## config.mk

```make
export PLATFORM = sky130hd
export DESIGN_NAME = alu_result_commit
export DESIGN_NICKNAME = d
export VERILOG_FILES = /design/src/rtl/alu_pkg.sv /design/src/rtl/mem_port_fsm.sv /design/src/rtl/alu_result_commit.sv
export SDC_FILE = /design/constraint.sdc
export NUM_CORES = 1
export LEC_CHECK = 0
export ABC_AREA = 1
export CORE_MARGIN = 10
export CORE_UTILIZATION = 34
export DETAILED_ROUTE_END_ITERATION = 8
export PLACE_DENSITY = 0.7
export SYNTH_ARGS = -nofsm -noshare
export SYNTH_HDL_FRONTEND = slang
export SYNTH_SLANG_ARGS = --single-unit
```

## constraint.sdc

```tcl
create_clock -name clk -period 1.9 [get_ports clk]
set_clock_uncertainty 0.1 [all_clocks]
set_input_delay 0.38 -clock clk [delete_from_list [all_inputs] [get_ports clk]]
set_output_delay 0.38 -clock clk [all_outputs]
set_load 0.01 [all_outputs]
```

## src/rtl/alu_pkg.sv

```systemverilog
// Shared definitions for the ALU result/commit stage: opcode constants,
// commit state encoding, NZCV flag layout and opcode classification helpers.
package alu_pkg;

    localparam int unsigned OP_W   = 4;
    localparam int unsigned NZCV_W = 4;

    localparam logic [OP_W-1:0] OP_CMP = 4'b1011;
    localparam logic [OP_W-1:0] OP_LDR = 4'b1101;
    localparam logic [OP_W-1:0] OP_STR = 4'b1110;

    // Commit stage states: idle, memory request outstanding, writeback cycle.
    typedef enum logic [1:0] {
        IDLE = 2'd0,
        MEM  = 2'd1,
        WB   = 2'd2
    } commit_state_t;

    // Architectural flag register, N in bit 3 down to V in bit 0.
    typedef struct packed {
        logic n;
        logic z;
        logic c;
        logic v;
    } nzcv_t;

    // Opcodes 0000-0111 are register-writing ALU operations.
    function automatic logic is_alu_op(input logic [OP_W-1:0] op);
        return ~op[OP_W-1];
    endfunction

    function automatic logic is_mem_op(input logic [OP_W-1:0] op);
        return (op == OP_LDR) || (op == OP_STR);
    endfunction

endpackage

```

## src/rtl/mem_port_fsm.sv

```systemverilog
// Memory request port: holds mem_req with stable address/data from start until
// an ack or timeout, counts cycles waiting, and keeps the sticky error flag.
// Ports:
//   clk, rst_n          clock, async active-low reset
//   i_start             launch a request (only while idle)
//   i_we/i_addr/i_wdata request payload captured on i_start
//   i_ack               single-cycle completion strobe from memory
//   o_req/o_we/o_addr/o_wdata  registered memory request outputs
//   o_err               sticky timeout flag
//   o_done_c            ack seen while request outstanding (combinational)
//   o_timeout_c         request expires this cycle without ack (combinational)
module mem_port_fsm
    import alu_pkg::*;
#(
    parameter int unsigned DATA_W      = 32,
    parameter int unsigned MEM_TIMEOUT = 255
) (
    input  logic              clk,
    input  logic              rst_n,
    input  logic              i_start,
    input  logic              i_we,
    input  logic [DATA_W-1:0] i_addr,
    input  logic [DATA_W-1:0] i_wdata,
    input  logic              i_ack,
    output logic              o_req,
    output logic              o_we,
    output logic [DATA_W-1:0] o_addr,
    output logic [DATA_W-1:0] o_wdata,
    output logic              o_err,
    output logic              o_done_c,
    output logic              o_timeout_c
);

    localparam int unsigned     CNT_W    = $clog2(MEM_TIMEOUT + 1);
    localparam logic [CNT_W-1:0] CNT_LAST = CNT_W'(MEM_TIMEOUT - 1);

    logic              r_req;
    logic              r_we;
    logic [DATA_W-1:0] r_addr;
    logic [DATA_W-1:0] r_wdata;
    logic              r_err;
    logic [CNT_W-1:0]  r_cnt;

    // Ack in the final waiting cycle takes priority over expiry.
    assign o_done_c    = r_req & i_ack;
    assign o_timeout_c = r_req & ~i_ack & (r_cnt == CNT_LAST);

    // Request hold and wait counter.
    always_ff @(posedge clk or negedge rst_n) begin
        if (!rst_n) begin
            r_req   <= 1'b0;
            r_we    <= 1'b0;
            r_addr  <= '0;
            r_wdata <= '0;
            r_cnt   <= '0;
        end else if (i_start) begin
            r_req   <= 1'b1;
            r_we    <= i_we;
            r_addr  <= i_addr;
            r_wdata <= i_we ? i_wdata : '0;
            r_cnt   <= '0;
        end else if (o_done_c || o_timeout_c) begin
            r_req <= 1'b0;
            r_cnt <= '0;
        end else if (r_req) begin
            r_cnt <= r_cnt + CNT_W'(1);
        end
    end

    // Sticky timeout error.
    always_ff @(posedge clk or negedge rst_n) begin
        if (!rst_n) begin
            r_err <= 1'b0;
        end else if (o_timeout_c) begin
            r_err <= 1'b1;
        end
    end

    assign o_req   = r_req;
    assign o_we    = r_we;
    assign o_addr  = r_addr;
    assign o_wdata = r_wdata;
    assign o_err   = r_err;

endmodule

```

## src/rtl/alu_result_commit.sv

```systemverilog
// ALU result commit stage: captures an executed instruction, updates the NZCV
// flag register, performs ldr/str through the memory port, and issues a single
// register-file write strobe. One instruction in flight; ex_ready only in IDLE.
// Ports:
//   clk, rst_n                      clock, async active-low reset
//   ex_*                            instruction from execute stage, ex_ready back
//   mem_req/we/addr/wdata, mem_ack/rdata   memory request port
//   wb_we/wb_addr/wb_data           register-file write port
//   flags_q                         architectural NZCV
//   mem_err                         sticky memory timeout
module alu_result_commit
    import alu_pkg::*;
#(
    parameter int unsigned DATA_W      = 32,
    parameter int unsigned REG_AW      = 4,
    parameter int unsigned MEM_TIMEOUT = 255
) (
    input  logic              clk,
    input  logic              rst_n,
    input  logic              ex_valid,
    output logic              ex_ready,
    input  logic [OP_W-1:0]   ex_opcode,
    input  logic              ex_cond_met,
    input  logic [DATA_W-1:0] ex_result,
    input  logic [DATA_W-1:0] ex_store_data,
    input  logic [REG_AW-1:0] ex_rd,
    input  logic [NZCV_W-1:0] ex_flags,
    input  logic              ex_flag_we,
    output logic              mem_req,
    output logic              mem_we,
    output logic [DATA_W-1:0] mem_addr,
    output logic [DATA_W-1:0] mem_wdata,
    input  logic              mem_ack,
    input  logic [DATA_W-1:0] mem_rdata,
    output logic              wb_we,
    output logic [REG_AW-1:0] wb_addr,
    output logic [DATA_W-1:0] wb_data,
    output logic [NZCV_W-1:0] flags_q,
    output logic              mem_err
);

    commit_state_t     r_state;
    commit_state_t     w_state_nxt;
    logic              r_ex_ready;
    logic              r_wb_we;
    logic [REG_AW-1:0] r_wb_addr;
    logic [DATA_W-1:0] r_wb_data;
    logic [REG_AW-1:0] r_rd;
    nzcv_t             r_flags;

    logic              w_accept;
    logic              w_issue;
    logic              w_mem_start_c;
    logic              w_mem_we;
    logic              w_mem_done_c;
    logic              w_mem_timeout_c;
    logic              w_wb_we_nxt;
    logic [REG_AW-1:0] w_wb_addr_nxt;
    logic [DATA_W-1:0] w_wb_data_nxt;
    logic [REG_AW-1:0] w_rd_nxt;
    nzcv_t             w_flags_nxt;

    assign w_accept = ex_valid & r_ex_ready;
    assign w_issue  = w_accept & ex_cond_met;

    // State register.
    always_ff @(posedge clk or negedge rst_n) begin
        if (!rst_n) begin
            r_state <= IDLE;
        end else begin
            r_state <= w_state_nxt;
        end
    end

    // Next-state logic; squashed, cmp and unused opcodes stay in IDLE.
    always_comb begin
        w_state_nxt = r_state;
        case (r_state)
            IDLE: begin
                if (w_issue) begin
                    if (is_mem_op(ex_opcode)) begin
                        w_state_nxt = MEM;
                    end else if (is_alu_op(ex_opcode)) begin
                        w_state_nxt = WB;
                    end
                end
            end
            MEM: begin
                if (w_mem_done_c) begin
                    w_state_nxt = w_mem_we ? IDLE : WB;
                end else if (w_mem_timeout_c) begin
                    w_state_nxt = IDLE;
                end
            end
            WB:      w_state_nxt = IDLE;
            default: w_state_nxt = IDLE;
        endcase
    end

    // Output logic: next values for the registered outputs and capture regs.
    always_comb begin
        w_wb_we_nxt   = 1'b0;
        w_wb_addr_nxt = r_wb_addr;
        w_wb_data_nxt = r_wb_data;
        w_rd_nxt      = r_rd;
        w_flags_nxt   = r_flags;
        w_mem_start_c = 1'b0;
        case (r_state)
            IDLE: begin
                if (w_issue) begin
                    if (ex_flag_we) begin
                        w_flags_nxt = nzcv_t'(ex_flags);
                    end
                    if (is_alu_op(ex_opcode)) begin
                        w_wb_we_nxt   = 1'b1;
                        w_wb_addr_nxt = ex_rd;
                        w_wb_data_nxt = ex_result;
                    end
                    if (is_mem_op(ex_opcode)) begin
                        w_mem_start_c = 1'b1;
                        w_rd_nxt      = ex_rd;
                    end
                end
            end
            MEM: begin
                // Load data is only valid alongside the ack strobe.
                if (w_mem_done_c && !w_mem_we) begin
                    w_wb_we_nxt   = 1'b1;
                    w_wb_addr_nxt = r_rd;
                    w_wb_data_nxt = mem_rdata;
                end
            end
            default: ;
        endcase
    end

    // Registered outputs and captured destination.
    always_ff @(posedge clk or negedge rst_n) begin
        if (!rst_n) begin
            r_ex_ready <= 1'b1;
            r_wb_we    <= 1'b0;
            r_wb_addr  <= '0;
            r_wb_data  <= '0;
            r_rd       <= '0;
            r_flags    <= '0;
        end else begin
            r_ex_ready <= (w_state_nxt == IDLE);
            r_wb_we    <= w_wb_we_nxt;
            r_wb_addr  <= w_wb_addr_nxt;
            r_wb_data  <= w_wb_data_nxt;
            r_rd       <= w_rd_nxt;
            r_flags    <= w_flags_nxt;
        end
    end

    mem_port_fsm #(
        .DATA_W      (DATA_W),
        .MEM_TIMEOUT (MEM_TIMEOUT)
    ) u_mem_port (
        .clk         (clk),
        .rst_n       (rst_n),
        .i_start     (w_mem_start_c),
        .i_we        (ex_opcode == OP_STR),
        .i_addr      (ex_result),
        .i_wdata     (ex_store_data),
        .i_ack       (mem_ack),
        .o_req       (mem_req),
        .o_we        (w_mem_we),
        .o_addr      (mem_addr),
        .o_wdata     (mem_wdata),
        .o_err       (mem_err),
        .o_done_c    (w_mem_done_c),
        .o_timeout_c (w_mem_timeout_c)
    );

    assign mem_we   = w_mem_we;
    assign ex_ready = r_ex_ready;
    assign wb_we    = r_wb_we;
    assign wb_addr  = r_wb_addr;
    assign wb_data  = r_wb_data;
    assign flags_q  = r_flags;

endmodule

```

==> results.rst, run 1 <==
.. list-table::
   :header-rows: 1

   * - Metric
     - Value
   * - Sequential cell area
     - ~0.003 sq mm
   * - Core occupancy in the finished layout
     - between 50% and 60%
   * - Fraction of the cycle the final worst path needs
     - 96.8%
   * - Leakage component of the power
     - approximately 4.3 nW
   * - Clk Tree Root Cell
     - clkbuf_16
   * - Endpoints failing hold
     - 0
   * - RSZ-0062 raised after global routing
     - no
   * - Via Count
     - roughly 4.9k
   * - Data required time at the worst endpoint
     - between 1 and 1.5 ns
   * - Number of buffers created by CTS
     - 17
   * - Largest family of logic cells by synthesized area
     - simple AND/OR/NAND/NOR gates
   * - Crit path cell chain
     - clkdlybuf4s50_1
   * - Total core area
     - 0.0158 sq mm
   * - Total nets after synthesis
     - between 700 and 800
   * - Filler cells
     - around 1.5k
   * - CP Capture Type
     - primary output
   * - Area of the multi-input gates
     - around 0.0018 sq mm
   * - Synthesized instance count
     - 680
   * - Achievable Freq
     - roughly 0.54 GHz
   * - Worst-Skew Late Latency
     - a little over 0.4 ns
   * - Family with the most delay on the worst path
     - buffers and inverters
   * - Worst Path Arrival
     - roughly 1.4 ns
   * - Highest ir drop seen on vdd
     - roughly 0.65 mV
   * - Worst Setup Slack, final
     - between 0.06 and 0.07 ns
   * - Compound-Gate Fraction of Synth Area
     - between 7 and 8%
   * - Area overhead of the layout relative to synthesis
     - 59.4%
   * - Largest net degree at the start of global routing
     - 84
   * - Min Clock Period, post-route
     - 1.84 ns
   * - Cell type with the largest total area after synthesis
     - dfrtp_1
   * - Cell row count
     - 46
   * - Pwr Density
     - between 1000 and 1500 mW/mm^2
   * - Final routed DRC violation total
     - 0
   * - Most frequent cell after synthesis
     - nand2_1
   * - Synthesized-area fraction occupied by adder cells
     - less than 1%
   * - Async SR Flop Fraction
     - 100%
   * - Average via count per standard cell
     - between 4 and 5
   * - Startpoint type of the worst setup path
     - flop
   * - Fraction of final layout cells with drive strength greater than 1
     - ~6.3%
   * - Multiplexer area fraction after synthesis
     - 0%
   * - IO Count
     - 223
   * - Top flip-flop cell by instance count after synthesis
     - dfrtp_1
   * - GRT Overall Usage
     - between 10% and 20%
   * - Slew at the pin closest to its max-slew limit
     - about 0.54 ns
   * - Flops & latches, synth
     - between 100 and 150
   * - Antenna violations before repair
     - 0
   * - Area share of the leading cell type in the synthesized netlist
     - 56.2%
   * - Sum of net half-perimeters after detailed placement
     - about 13000 um
   * - Setup violators final
     - 0
   * - Library cell contributing the largest single delay on the critical path
     - clkdlybuf4s50_1
   * - Share of synthesized area occupied by flip-flops and latches
     - 56.7%
   * - Buffers & Inverters on Critical Path
     - 1
   * - List of most frequent post-synthesis cells
     - 325 x nand2_1, 122 x dfrtp_1, 90 x inv_1, 41 x o21ai_0, 38 x o21ai_1
   * - Clock sinks
     - around 120
   * - Final weighted congestion in routability-driven placement
     - approximately 0.77
   * - Headroom to the max-slew limit
     - about 64%
   * - Biggest fanout along the worst timing path
     - 2
   * - Maximum single-stage delay on the critical path
     - 0.59 ns
   * - Worst min-delay path category
     - flop to flop
   * - Synth Area in Simple Gates
     - 25.3%
   * - Run status
     - finished clean
   * - H-tree depth
     - 4
   * - Number of optimization iterations in the first detailed-route pass
     - 4
   * - Clock transition time at the flip-flop clock pins of the worst setup and hold paths
     - roughly 0.060 ns
   * - Count of routing violations after the opening detailed-route iteration
     - roughly 230
   * - Vias in the first global route
     - about 5k
   * - Place WS
     - -0.0531 ns
   * - Starting Density
     - between 30% and 40%
   * - Detail-routed net length per standard cell
     - ~15 um
   * - Count of antenna-violating nets left after detailed routing
     - 0
   * - # port buffers
     - around 220
   * - Synthesis warning total
     - 0
   * - Xor and xnor area share after synthesis
     - less than 1%
   * - Number of pins with negative max-slew slack in the final report
     - 0
   * - CTS tree
     - built
   * - Die Ht
     - around 150 um
   * - Number of nets in the finished design
     - a little over 1k
   * - Total routed wirelength
     - between 15000 and 20000 um
   * - Cell area after synthesis
     - around 0.0054 sq mm
   * - Average instance area after synthesis
     - approximately 8.0 sq um
   * - Wire length of the first global-routing pass
     - 27300 um
   * - Die width
     - ~150 um
   * - Number of antenna diodes
     - 0
   * - Post-synth EDFFs
     - 0
   * - Maximum clock path buffer count
     - 2
   * - Worst Setup Path Type
     - flop to primary output
   * - Max-cap violations
     - 0
   * - Number of unique standard cell types used by synthesis
     - 23
   * - Top area cells in the synthesized netlist
     - dfrtp_1 56%, nand2_1 22%, inv_1 6.2%, o21ai_0 3.8%, o21ai_1 3.5%
   * - Full die area
     - between 0.02 and 0.025 sq mm
   * - Overflow left after global routing
     - 0
[state kept, by name (all words and copies together) (netlist names), 2 cells and up]
signal,count
u_mem_port.o_addr,32
u_mem_port.o_wdata,32
u_mem_port.r_cnt,8
r_rd,4
flags_q,4
r_state,2
wb_data,32
wb_addr,4
[routing by layer]
metal	GRT usage [%]	wire length, um	vias up
met5	0	0	-
met4	5.91	292	0
met3	6.58	1480	21
met2	26.0	8210	154
met1	18.3	7040	2255
li1	-	-	2515
[cells by family after synthesis]
logic type | count (synthesis)
and+or+nand+nor | 351
DFF | 123
buffers and inverters | 120
AOI/OAI and AO/OA | 80
xor gates and xnor gates | 4
adders and majority gates | 2
[layout by cell type, fill, tap and decap left out, types with 2 or more instances in the layout]
cell type	Yosys	routed
nand2_1	325	325
clkdlybuf4s50_1	0	218
dfrtp_1	122	122
inv_1	90	90
o21ai_0	41	41
o21ai_1	38	38
clkbuf_16	0	17
buf_4	3	14
nand3_1	10	10
nor2_1	8	8
bufinv_16	0	6
buf_12	0	6
nor2_4	3	3
clkinv_2	0	3
nand3b_1	2	2
xor2_1	2	2
xnor2_1	2	2
ha_1	2	2
clkinvlp_4	0	2
clkbuf_1	11	2
dlygate4sd2_1	0	2
[power by group]
| group | leakage, nW | switching (mW) | internal [mW] |
|---|---|---|---|
| sequential | 1.58 | 0.535 | 3.63 |
| clock | 0.320 | 1.17 | 2.49 |
| combinational | 2.40 | 2.10 | 2.37 |
| total | 4.30 | 3.81 | 8.48 |
[repair_timing]
action	in CTS	in global routing
hold buffers	1	0
cloned	0	0
setup endpoints to repair	2	1
resized for setup	2	1
setup buffers	0	0
endpoints found under the hold margin	122	0
[per-stage QoR]
stage               setup TNS, ns  instances  power (mW)  hold WS (ns)  cell area (sq um)
global route                    0       1141        13.1         0.390               8650
CTS                             0       1141        12.5         0.370               8650
floorplan                       0        680        5.93       -0.0156               5430
finish                          0       1141        12.3         0.363               8650
global placement           -0.601       1108        8.67         0.349               7970
detailed placement          -1.21       1108        8.75         0.356               7970
[worst paths after layout]
| kind | from | end | slack (ns) | cells after the start |
|---|---|---|---|---|
| setup / recovery | wb_addr[1]$_DFFE_PN0P_ | wb_addr[1] | 0.06 | 1 |
| hold reg to reg | u_mem_port.o_err$_DFFE_PN0P_ | u_mem_port.o_err$_DFFE_PN0P_ | 0.36 | 2 |
| hold / removal | u_mem_port.o_err$_DFFE_PN0P_ | u_mem_port.o_err$_DFFE_PN0P_ | 0.36 | 2 |
| min in group asynchronous | rst_n | wb_data[18]$_DFFE_PN0P_ | 0.44 | 3 |
| setup reg to reg | u_mem_port.r_cnt[0]$_DFFE_PN0P_ | u_mem_port.r_cnt[2]$_DFFE_PN0P_ | 0.23 | 9 |
| max in group asynchronous | rst_n | r_rd[2]$_DFFE_PN0N_ | 0.81 | 3 |
[area by class of cell]
cell class / instances / share of cell area [%]
tap: 216 / 3.12
inverter: 91 / 3.95
timing repair buffer: 242 / 28.3
clock inverter: 12 / 2.53
multi-input combinational: 437 / 21.3
clock buffer: 20 / 5.16
sequential: 123 / 35.6
Power figures use the tool's default switching activity.
==> run 2, diff against run 1 <==
--- a/config.mk
+++ b/config.mk
@@ -10,6 +10,7 @@
 export CORE_UTILIZATION = 34
 export DETAILED_ROUTE_END_ITERATION = 8
 export PLACE_DENSITY = 0.7
+export REMOVE_ABC_BUFFERS = 1
 export SYNTH_ARGS = -nofsm -noshare
 export SYNTH_HDL_FRONTEND = slang
 export SYNTH_SLANG_ARGS = --single-unit
==> run 2 against run 1 <==
Utilization up 0.40 points. Sequential power about the same. Sequential share of layout area down 0.26 points. Worst hold slack worse by 0.0050 ns. Non-clock buffer count up 6. Largest cell class unchanged. Largest power group unchanged.
==> results.rst, run 2 (synthesis results as in run 1) <==
.. list-table::
   :header-rows: 1

   * - Metric
     - Value
   * - Core occupancy in the finished layout
     - 55.3% (+0.40 points)
   * - Vias in the first global route
     - 4936 (-2.8%)
   * - Placed cell area
     - 0.00804 sq mm (+0.88%)
   * - Antenna violations before repair
     - 1 (+1)
   * - Place WS
     - -0.0744 ns (-0.0212 ns)
   * - Library cell contributing the largest single delay on the critical path
     - clkdlybuf4s50_1
   * - Endpoints failing hold
     - 0 (unchanged)
   * - Net switching fraction of the power
     - 31.1% (+0.067 points)
   * - Family with the most delay on the worst path
     - buffers and inverters
   * - Headroom to the max-slew limit
     - 64.9% (+0.83 points)
   * - Worst-Skew Late Latency
     - 0.41 ns (about the same)
   * - Worst Setup Slack, final
     - 0.0813 ns (+0.0209 ns)
   * - Proportion of power drawn by combinational gates
     - 36.8% (+0.4 points)
   * - Worst min-delay path category
     - flop to flop
   * - Instance count on the critical path
     - 1 (unchanged)
   * - Clock sinks
     - 123 (unchanged)
   * - # port buffers
     - 222 (unchanged)
   * - Biggest fanout along the worst timing path
     - 2 (unchanged)
   * - Max-cap violations
     - 0 (unchanged)
   * - RSZ-0062 raised after global routing
     - no
   * - Worst Path Arrival
     - 1.34 ns (-0.02 ns)
   * - Starting Density
     - 34.4% (unchanged)
   * - GRT Overall Usage
     - 16.0% (+0.065 points)
   * - Final standard cell area without fillers
     - 0.00871 sq mm (+0.74%)
   * - Filler cells
     - 1485 (-1.7%)
   * - CP Capture Type
     - primary output
   * - Achievable Freq
     - 0.550 GHz (+1.1%)
   * - Worst Setup Path Type
     - flop to primary output
   * - Slew at the pin closest to its max-slew limit
     - 0.524 ns (-0.0124 ns)
   * - Most frequent standard cell in the layout excluding fill and tap cells
     - nand2_1
   * - Clk Tree Root Cell
     - clkbuf_16
   * - Hold_ws
     - 0.358 ns (-0.00503 ns)
   * - Final weighted congestion in routability-driven placement
     - 0.789 (+2.1%)
   * - Sequential share of power
     - 34.2% (+0.4 points)
   * - Maximum clock path buffer count
     - 2 (unchanged)
   * - Total core area
     - 0.0158 sq mm (unchanged)
   * - Full die area
     - 0.0214 sq mm (unchanged)
   * - Number of pins with negative max-slew slack in the final report
     - 0 (unchanged)
   * - Fraction of final layout cells with drive strength greater than 1
     - 7.09% (+0.82 points)
   * - Die Ht
     - 146 um (unchanged)
   * - Wire length of the first global-routing pass
     - 27100 um (-0.66%)
   * - Source of the worst hold timing path
     - u_mem_port.o_err$_DFFE_PN0P_
   * - Cell Int Power
     - 8.40 mW (-0.99%)
   * - Cell row count
     - 46 (unchanged)
   * - Number of buffers created by CTS
     - 17 (unchanged)
   * - Count of antenna-violating nets left after detailed routing
     - 0 (unchanged)
   * - Via Count
     - 4994 (+0.99%)
   * - Logic depth of the worst register-to-register path
     - 9 (unchanged)
   * - Sum of net half-perimeters after detailed placement
     - 12700 um (+1.1%)
   * - Average via count per standard cell
     - 4.35 (+0.38%)
   * - Number of nets in the finished design
     - 1034 (+0.58%)
   * - Run status
     - finished clean
   * - Highest ir drop seen on vdd
     - 0.620 mV (-5.1%)
   * - Data required time at the worst endpoint
     - 1.42 ns (about the same)
   * - Die width
     - 146 um (unchanged)
   * - First element of the critical path
     - wb_addr[0]$_DFFE_PN0P_
   * - Fraction of the cycle the final worst path needs
     - 95.7% (-1.1 points)
   * - Count of routing violations after the opening detailed-route iteration
     - 240 (+6.7%)
   * - Register-to-register setup slack
     - 0.24 ns (about the same)
   * - Setup violators final
     - 0 (unchanged)
   * - Pwr Density
     - 1400 mW/mm^2 (-1.6%)
   * - Startpoint type of the worst setup path
     - flop
   * - Min Clock Period, post-route
     - 1.82 ns (-0.0209 ns)
   * - IO Count
     - 223 (unchanged)
   * - Maximum single-stage delay on the critical path
     - 0.56 ns (-0.03 ns)
   * - H-tree depth
     - 4 (unchanged)
   * - Overflow left after global routing
     - 0 (unchanged)
   * - Clock transition time at the flip-flop clock pins of the worst setup and hold paths
     - 0.05 ns (about the same)
   * - Number of optimization iterations in the first detailed-route pass
     - 4 (unchanged)
   * - Origin of the critical flop-to-flop path
     - u_mem_port.r_cnt[0]$_DFFE_PN0P_
   * - Buffers & Inverters on Critical Path
     - 1 (unchanged)
   * - CTS tree
     - built
   * - Detail-routed net length per standard cell
     - 14.8 um (-0.55%)
   * - Area overhead of the layout relative to synthesis
     - 60.5%
   * - Switch Pwr
     - 3.79 mW (-0.68%)
   * - Largest net degree at the start of global routing
     - 71 (-15%)
   * - Clock share of power
     - 29.0% (-0.8 points)
   * - Leakage component of the power
     - 4.33 nW (+0.74%)
   * - Crit path cell chain
     - clkdlybuf4s50_1
   * - Overall power of the completed layout
     - 12.2 mW (-0.90%)
   * - Final routed DRC violation total
     - 0 (unchanged)
   * - Worst Setup EP
     - wb_addr[0]
   * - Capture instance of the worst register-to-register path
     - u_mem_port.r_cnt[4]$_DFFE_PN0P_
   * - Total routed wirelength
     - 17000 um (about the same)
   * - Most frequent cells in the layout
     - 325 x nand2_1, 219 x clkdlybuf4s50_1, 122 x dfrtp_1, 90 x inv_1, 41 x o21ai_0
## run 2: cell types whose count changed in the layout (fill, tap and decap cells not counted)
| cell | delta |
|---|---|
| clkinv_2 | -1 |
| dlygate4sd2_1 | -1 |
| buf_12 | +2 |
| clkbuf_1 | -2 |
| clkinvlp_4 | +1 |
| buf_4 | +4 |
| clkdlybuf4s50_1 | +1 |
| clkbuf_8 | +4 |
| bufinv_16 | -2 |
| diode_2 | +1 |
## run 2: final cells by class
class / instances / area, sq um / area share (%)
clock inverters: 10 / 161 / 1.85
repair buffers: 248 / 2520 / 28.9
well taps: 216 / 270 / 3.10
multi-input cells: 437 / 1850 / 21.2
diodes: 1 / 2.50 / 0.0287
clock buffers: 22 / 494 / 5.67
flip-flops and latches: 123 / 3080 / 35.3
inverters: 91 / 342 / 3.92
## run 2: metrics by stage
step                instances  setup TNS, ns
finish                   1148              0
global route             1148              0
CTS                      1147              0
detailed placement       1114          -2.49
global placement         1114          -1.56
floorplan                 651         -52.46
## run 2: repair_timing
item / CTS / global route
setup endpoints to repair: 1 / 1
buffers inserted: 0 / 0
endpoints found under the hold margin: 122 / 0
resized for setup: 1 / 1
hold buffers: 1 / 0
## run 2: routing by layer
layer  track usage, %  wire length, um  vias up
met5                0                0        -
met4             4.70              146        0
met3             6.74             1340       11
met2             24.7             7910      178
met1             20.0             7630     2276
li1                 -                -     2529
## run 2: power by group through the flow
stage                     combinational [mW]  clock [mW]  sequential [mW]
after floorplan                         1.26           0             4.61
after global placement                  4.54           0             4.16
after detailed placement                4.58           0             4.18
after CTS                               4.59        3.63             4.17
after global routing                    4.96        3.75             4.30
final                                   4.48        3.54             4.16
## run 2: how the worst min path moves through the flow
stage	to	slack, ns	depth (start not counted)
after floorplan	flags_q[0]$_DFFE_PN0P_	-0.02	0
after global placement	u_mem_port.o_wdata[22]$_DFFE_PN0N_	0.30	2
after detailed placement	u_mem_port.o_wdata[22]$_DFFE_PN0N_	0.31	2
after CTS	u_mem_port.o_err$_DFFE_PN0P_	0.37	2
after global routing	u_mem_port.o_addr[24]$_DFFE_PN0N_	0.39	2
final	u_mem_port.o_err$_DFFE_PN0P_	0.36	2
